File: src/rtl/leaky_relu_derivative_array.sv
`timescale 1ns/1ps
// -----------------------------------------------------------------------------
// leaky_relu_derivative_array
//
// Backward pass of a leaky-ReLU activation across N parallel lanes. Each lane
// takes an upstream gradient word (in_data) and the forward pre-activation (H).
// It produces the gradient scaled by the activation derivative:
//   mode 0/3 (leaky) : H > 0 ? data : sat((data * leak) >>> FRAC)
//   mode 1 (ReLU)    : H > 0 ? data : 0
//   mode 2 (pass)    : data
// A lane whose mask bit is clear always yields 0 with no saturation flag.
//
// The pipeline has two stages with valid/ready handshakes on both sides.
//   S1 : captures the inputs, the per-lane "H > 0" compare and the active
//        configuration, so a beat keeps the configuration it entered with.
//   S2 : captures the multiply / shift / clamp result that drives the outputs.
//
// Ports
//   clk, rst          clock, asynchronous active-low reset
//   cfg_we            configuration write strobe
//   cfg_mode/cfg_leak mode select and signed fixed-point leak factor
//   cfg_err           one-cycle pulse after a rejected configuration write
//   in_valid/in_ready input handshake; in_mask/in_data/in_h per-lane words
//   out_valid/out_ready output handshake; out_mask/out_data/out_sat per lane
//   busy              either pipeline stage holds a beat
//   beat_count        saturating count of output beats accepted downstream
// -----------------------------------------------------------------------------
module leaky_relu_derivative_array #(
  parameter int N    = 4,
  parameter int W    = 16,
  parameter int FRAC = 8
) (
  input  logic                  clk,
  input  logic                  rst,
  input  logic                  cfg_we,
  input  logic [1:0]            cfg_mode,
  input  logic signed [W-1:0]   cfg_leak,
  output logic                  cfg_err,
  input  logic                  in_valid,
  output logic                  in_ready,
  input  logic [N-1:0]          in_mask,
  input  logic signed [N*W-1:0] in_data,
  input  logic signed [N*W-1:0] in_h,
  output logic                  out_valid,
  input  logic                  out_ready,
  output logic [N-1:0]          out_mask,
  output logic signed [N*W-1:0] out_data,
  output logic [N-1:0]          out_sat,
  output logic                  busy,
  output logic [15:0]           beat_count
);

  typedef enum logic [1:0] {
    MODE_LEAKY = 2'd0,
    MODE_RELU  = 2'd1,
    MODE_PASS  = 2'd2,
    MODE_RSVD  = 2'd3
  } mode_e;

  localparam int W2 = 2 * W;

  // Clamp limits of a W-bit signed word, expressed at product width.
  localparam logic signed [W2-1:0] SAT_MAX = {{(W + 1){1'b0}}, {(W - 1){1'b1}}};
  localparam logic signed [W2-1:0] SAT_MIN = {{(W + 1){1'b1}}, {(W - 1){1'b0}}};

  // Per-lane result: {saturated, W-bit value}. A masked lane returns all zero.
  function automatic logic [W:0] lane_calc(
    input mode_e                mode,
    input logic signed [W-1:0]  leak,
    input logic signed [W-1:0]  d,
    input logic                 pos,
    input logic                 en
  );
    logic signed [W2-1:0] prod;
    logic signed [W2-1:0] shifted;
    logic [W:0]           res;
    prod    = W2'(d) * W2'(leak);
    // Arithmetic shift floors toward negative infinity.
    shifted = prod >>> FRAC;
    res     = {(W + 1){1'b0}};
    if (!en) begin
      res = {(W + 1){1'b0}};
    end else begin
      case (mode)
        MODE_RELU: begin
          if (pos) begin
            res = {1'b0, d};
          end else begin
            res = {(W + 1){1'b0}};
          end
        end
        MODE_PASS: begin
          res = {1'b0, d};
        end
        default: begin
          // Leaky path; the reserved mode behaves the same way.
          if (pos) begin
            res = {1'b0, d};
          end else if (shifted > SAT_MAX) begin
            res = {1'b1, SAT_MAX[W-1:0]};
          end else if (shifted < SAT_MIN) begin
            res = {1'b1, SAT_MIN[W-1:0]};
          end else begin
            res = {1'b0, shifted[W-1:0]};
          end
        end
      endcase
    end
    return res;
  endfunction

  // Configuration registers.
  mode_e                mode_r;
  logic signed [W-1:0]  leak_r;
  logic                 cfg_err_r;

  // Stage 1 registers.
  logic                 s1_valid_r;
  logic [N-1:0]         s1_mask_r;
  logic [N*W-1:0]       s1_data_r;
  logic [N-1:0]         s1_pos_r;
  mode_e                s1_mode_r;
  logic signed [W-1:0]  s1_leak_r;

  // Stage 2 registers; these are the outputs.
  logic                 s2_valid_r;
  logic [N-1:0]         s2_mask_r;
  logic [N*W-1:0]       s2_data_r;
  logic [N-1:0]         s2_sat_r;

  logic [15:0]          beat_count_r;

  // Handshake and datapath combinational signals.
  logic                 advance_s;
  logic                 in_ready_s;
  logic                 in_fire_s;
  logic                 out_fire_s;
  logic                 busy_s;
  logic                 cfg_ok_s;
  logic [N-1:0]         h_pos_s;
  logic [N*W-1:0]       res_data_s;
  logic [N-1:0]         res_sat_s;

  // Handshake decode. in_ready looks only at the pipeline state and out_ready.
  always_comb begin
    advance_s  = !s2_valid_r || out_ready;
    in_ready_s = !s1_valid_r || advance_s;
    in_fire_s  = in_valid && in_ready_s;
    out_fire_s = s2_valid_r && out_ready;
    busy_s     = s1_valid_r || s2_valid_r;
    // A write is only safe while the pipeline is empty and no beat enters.
    cfg_ok_s   = cfg_we && !busy_s && !in_fire_s;
  end

  // Lane compare H > 0: sign bit clear and value non-zero.
  always_comb begin
    h_pos_s = {N{1'b0}};
    for (int i = 0; i < N; i++) begin
      h_pos_s[i] = !in_h[i*W + W - 1] && (in_h[i*W +: W] != {W{1'b0}});
    end
  end

  // Per-lane multiply, shift and clamp on the stage-1 contents.
  always_comb begin
    res_data_s = {(N * W){1'b0}};
    res_sat_s  = {N{1'b0}};
    for (int i = 0; i < N; i++) begin
      {res_sat_s[i], res_data_s[i*W +: W]} =
        lane_calc(s1_mode_r, s1_leak_r, s1_data_r[i*W +: W], s1_pos_r[i], s1_mask_r[i]);
    end
  end

  // Configuration registers and the rejected-write pulse.
  always_ff @(posedge clk or negedge rst) begin
    if (!rst) begin
      mode_r    <= MODE_LEAKY;
      leak_r    <= {W{1'b0}};
      cfg_err_r <= 1'b0;
    end else begin
      cfg_err_r <= cfg_we && !cfg_ok_s;
      if (cfg_ok_s) begin
        mode_r <= mode_e'(cfg_mode);
        leak_r <= cfg_leak;
      end
    end
  end

  // Stage 1: capture inputs, lane compare and the configuration of this beat.
  always_ff @(posedge clk or negedge rst) begin
    if (!rst) begin
      s1_valid_r <= 1'b0;
      s1_mask_r  <= {N{1'b0}};
      s1_data_r  <= {(N * W){1'b0}};
      s1_pos_r   <= {N{1'b0}};
      s1_mode_r  <= MODE_LEAKY;
      s1_leak_r  <= {W{1'b0}};
    end else if (in_ready_s) begin
      s1_valid_r <= in_valid;
      if (in_valid) begin
        s1_mask_r <= in_mask;
        s1_data_r <= in_data;
        s1_pos_r  <= h_pos_s;
        s1_mode_r <= mode_r;
        s1_leak_r <= leak_r;
      end
    end
  end

  // Stage 2: capture the lane results; held while downstream stalls.
  always_ff @(posedge clk or negedge rst) begin
    if (!rst) begin
      s2_valid_r <= 1'b0;
      s2_mask_r  <= {N{1'b0}};
      s2_data_r  <= {(N * W){1'b0}};
      s2_sat_r   <= {N{1'b0}};
    end else if (advance_s) begin
      s2_valid_r <= s1_valid_r;
      if (s1_valid_r) begin
        s2_mask_r <= s1_mask_r;
        s2_data_r <= res_data_s;
        s2_sat_r  <= res_sat_s;
      end
    end
  end

  // Output beat counter, sticks at all ones.
  always_ff @(posedge clk or negedge rst) begin
    if (!rst) begin
      beat_count_r <= 16'h0000;
    end else if (out_fire_s && (beat_count_r != 16'hFFFF)) begin
      beat_count_r <= beat_count_r + 16'h0001;
    end
  end

  assign in_ready   = in_ready_s;
  assign busy       = busy_s;
  assign cfg_err    = cfg_err_r;
  assign out_valid  = s2_valid_r;
  assign out_mask   = s2_mask_r;
  assign out_data   = s2_data_r;
  assign out_sat    = s2_sat_r;
  assign beat_count = beat_count_r;

endmodule
File: config.mk
export PLATFORM = sky130hd
export DESIGN_NAME = leaky_relu_derivative_array
export DESIGN_NICKNAME = d
export VERILOG_FILES = /design/src/rtl/leaky_relu_derivative_array.sv
export SDC_FILE = /design/constraint.sdc
export NUM_CORES = 2
export LEC_CHECK = 0
export ABC_CLOCK_PERIOD_IN_PS = 17670
export CAP_MARGIN = 20
export CORE_ASPECT_RATIO = 1.25
export CORE_MARGIN = 8
export CORE_UTILIZATION = 35
export CTS_BUF_LIST = sky130_fd_sc_hd__clkbuf_4 sky130_fd_sc_hd__clkbuf_8
export DETAILED_ROUTE_END_ITERATION = 8
export GPL_ROUTABILITY_DRIVEN = 1
export GPL_TIMING_DRIVEN = 1
export MAX_ROUTING_LAYER = met4
export PLACE_DENSITY = 0.52
export SYNTH_ARGS = -nofsm -noshare
export SYNTH_HDL_FRONTEND = slang
export SYNTH_SLANG_ARGS = --single-unit
export TNS_END_PERCENT = 50
File: constraint.sdc
create_clock -name clk -period 17.67 [get_ports clk]
set_clock_uncertainty 0.1 [all_clocks]
set_input_delay 1.767 -clock clk [delete_from_list [all_inputs] [get_ports clk]]
set_output_delay 1.767 -clock clk [all_outputs]
set_load 0.005 [all_outputs]
==> results.ini <==
[grt]
grt_pass1_wl_um=229000
antenna_found_initial=11
track_usage_pct=20.3
grt_pass1_vias=39857
grt_max_degree=83
grt_overflow=0

[yosys]
async_flop_share_pct=100
synth_seq_cells=199
synth_top_area_share_pct=43.0
synth_seq_area_share_pct=10.2
syn_nets=6757
synth_top_area_cell=fa_1
yosysWarnings=0
synth_flop_cell=dfrtp_1
synth_edf_count=0
avgSynthCellArea_um2=9.28
synth.area.top_cells=fa_1 43%, dfrtp_1 10%, inv_1 9.3%
ys_types=85
syn-cell-area_um2=48600
synth_cells=5239

[sta]
drv_slew=0
slew_headroom_pct=26.2
rsz0062_at_grt=no
holdWs_ps=398
setup_viol=0
fmax_mhz=117
final_hold_viol_count=0
setup_tns_ps=0
worst_slew_pin_slew_ps=1110
period_needed_ps=8570
setup_ws_ps=9100
timing.final.crit_share_pct=48.5

[detailed_routing]
viasPerCell=4.93
wl_per_cell_um=20.2
num_vias=35457
ant_nets=0
drtIter0Drc=1769
dr.pass1.iters=5
drt-total-wl_um=145000
drc=0

[floorplanning]
coreArea_um2=139000
start_util_pct=35.1
ios=247
die_area_um2=151000
rows=153
fp.dieH_um=433
die_x_um=349

[run]
drv_cap=0

[layout]
syn2layout_area_growth_pct=9.69
fillers=14153
final_common_cell=inv_1
drive_gt1_share_pct=4.80
post-route-cell-area_um2=53300
final_cell_mix=1211 x inv_1, 1044 x fa_1, 646 x nand2_1
finalNetCount=6823

[clock_network]
clkSinkCount=199
cts-root-buf=clkbuf_8
clk_pin_slew_ps=170
post-cts-setup-buffers=0
cts_hold_buffers=0
post_cts_resized=0
cts_made_buffers=17
htree_levels=4
clkLatencyLatePin_ps=720
clockBufferDepth=2
cts_tree=done

[setup_path]
path_depth=24
worst-r2r-setup-slack_ps=9100
endpoint_kind=flop
cp.buffers_inverters=5
worstSetupPathType=flop to flop
crit_start=s1_leak_r[2]$_DFFE_PN0P_
r2r_cells=24
cp_top_family=adder cells
critPathSlowestCell=dfrtp_2
crit_required_ps=18170
cp_max_fo=33
cp_common_cell=fa_1
cp-start-kind=flop
r2r_start=s1_leak_r[2]$_DFFE_PN0P_
worstSetupEndpoint=out_data[45]$_DFFE_PN0P_
max_stage_delay_ps=860
cp.arrival_ps=9070
rr_endpoint=out_data[45]$_DFFE_PN0P_
cp_cell_sequence=buf_4 -> and2_1 -> inv_1 -> fa_1 -> inv_1 -> fa_1 -> inv_1 -> fa_1 -> fa_1 -> fa_1 -> fa_1 -> inv_1 -> ha_1 -> nand2_1 -> o21ai_0 -> a31o_2 -> a21oi_1 -> a21oi_1 -> xor2_1 -> nand4_1 -> nor4_2 -> or2_0 -> nand2b_1 -> o211ai_1

[placed_design]
dp_hpwl_um=113000
dp_slack_ps=9150
gp_congestion=0.877
dpl_cell_area_um2=52900
io_buffers=246

[min_path]
hp-class=flop to flop

[run_status]
status=complete, no violations

-- Yosys cell counts, types with 10 or more instances --
cell type,n
a22oi_1,41
nor3_1,22
mux2_2,106
and3_1,26
a32oi_1,10
and2_1,462
xnor2_1,99
nor2b_1,19
nor4_1,18
o21a_1,14
ha_1,319
dfrtp_1,199
fa_1,1044
a221o_1,16
xor2_1,45
a21oi_1,134
a21o_1,52
o211ai_1,29
nand2_1,648
nand3_1,32
nand4_1,23
nand2b_1,32
inv_1,1211
a31oi_1,13
a221oi_1,12
nor2_1,102
clkbuf_1,245
o21ai_0,86
-- routing by layer --
metal | track usage, % | part of all wire (%) | vias up
met3 | 3.15 | 4.3 | 181
li1 | - | - | 15927
met5 | - | 0 | -
met1 | 23.6 | 40 | 18538
met4 | 6.25 | 3.0 | 0
met2 | 35.9 | 52 | 811
-- worst min path at each step --
stage                                     startpoint                          to  slack [ps]  depth (start not counted)
final                        out_mask[0]$_DFFE_PN0P_     out_mask[0]$_DFFE_PN0P_         400                          2
after global routing      beat_count[10]$_DFFE_PN0P_  beat_count[10]$_DFFE_PN0P_         420                          1
after CTS                 beat_count[10]$_DFFE_PN0P_  beat_count[10]$_DFFE_PN0P_         400                          1
after detailed placement     out_mask[3]$_DFFE_PN0P_     out_mask[3]$_DFFE_PN0P_         370                          2
after global placement       out_mask[0]$_DFFE_PN0P_     out_mask[0]$_DFFE_PN0P_         360                          2
after floorplan              out_mask[1]$_DFFE_PN0P_     out_mask[1]$_DFFE_PN0P_         370                          2
-- sequential cells by signal, indices dropped and copies added (netlist names), 2 cells and up --
name,flops
out_mask,4
leak_r,16
out_sat,4
s1_leak_r,16
s1_pos_r,4
mode_r,2
s1_mask_r,4
out_data,64
s1_mode_r,2
s1_data_r,64
beat_count,16
-- through the flow --
step,utilization [%],cells
global route,38.5,7184
CTS,38.5,7178
finish,38.5,7186
floorplan,-,5239
detailed placement,38.2,7146
global placement,38.2,7146
-- logic make-up after synthesis --
kind of cell,count (synthesis),share of synthesized area (%)
flops,199,10.2
buf+inv,1469,11.4
simple gates,1430,14.6
xor+xnor,144,2.59
mux,110,2.54
compound gates,524,7.46
fa+ha+maj,1363,51.2
-- tightest hold or removal path: stages (launching register included) --
cell	delay (ps)
dfrtp_1	380
nand2_1	50
nand2_1	50
-- layout make-up --
class	instances	area [um2]	share of cell area [%]
Multi-Input combinational cell	3571	38100	71.5
Antenna cell	8	20.0	0.0375
Clock buffer	17	234	0.439
Timing Repair Buffer	304	2900	5.44
Inverter	1212	4550	8.53
Clock inverter	15	183	0.342
Tap cell	1860	2330	4.36
Sequential cell	199	5000	9.37
Power is not shown: default switching activity piles up to over one toggle a cycle in this logic, so the estimate is an artifact.
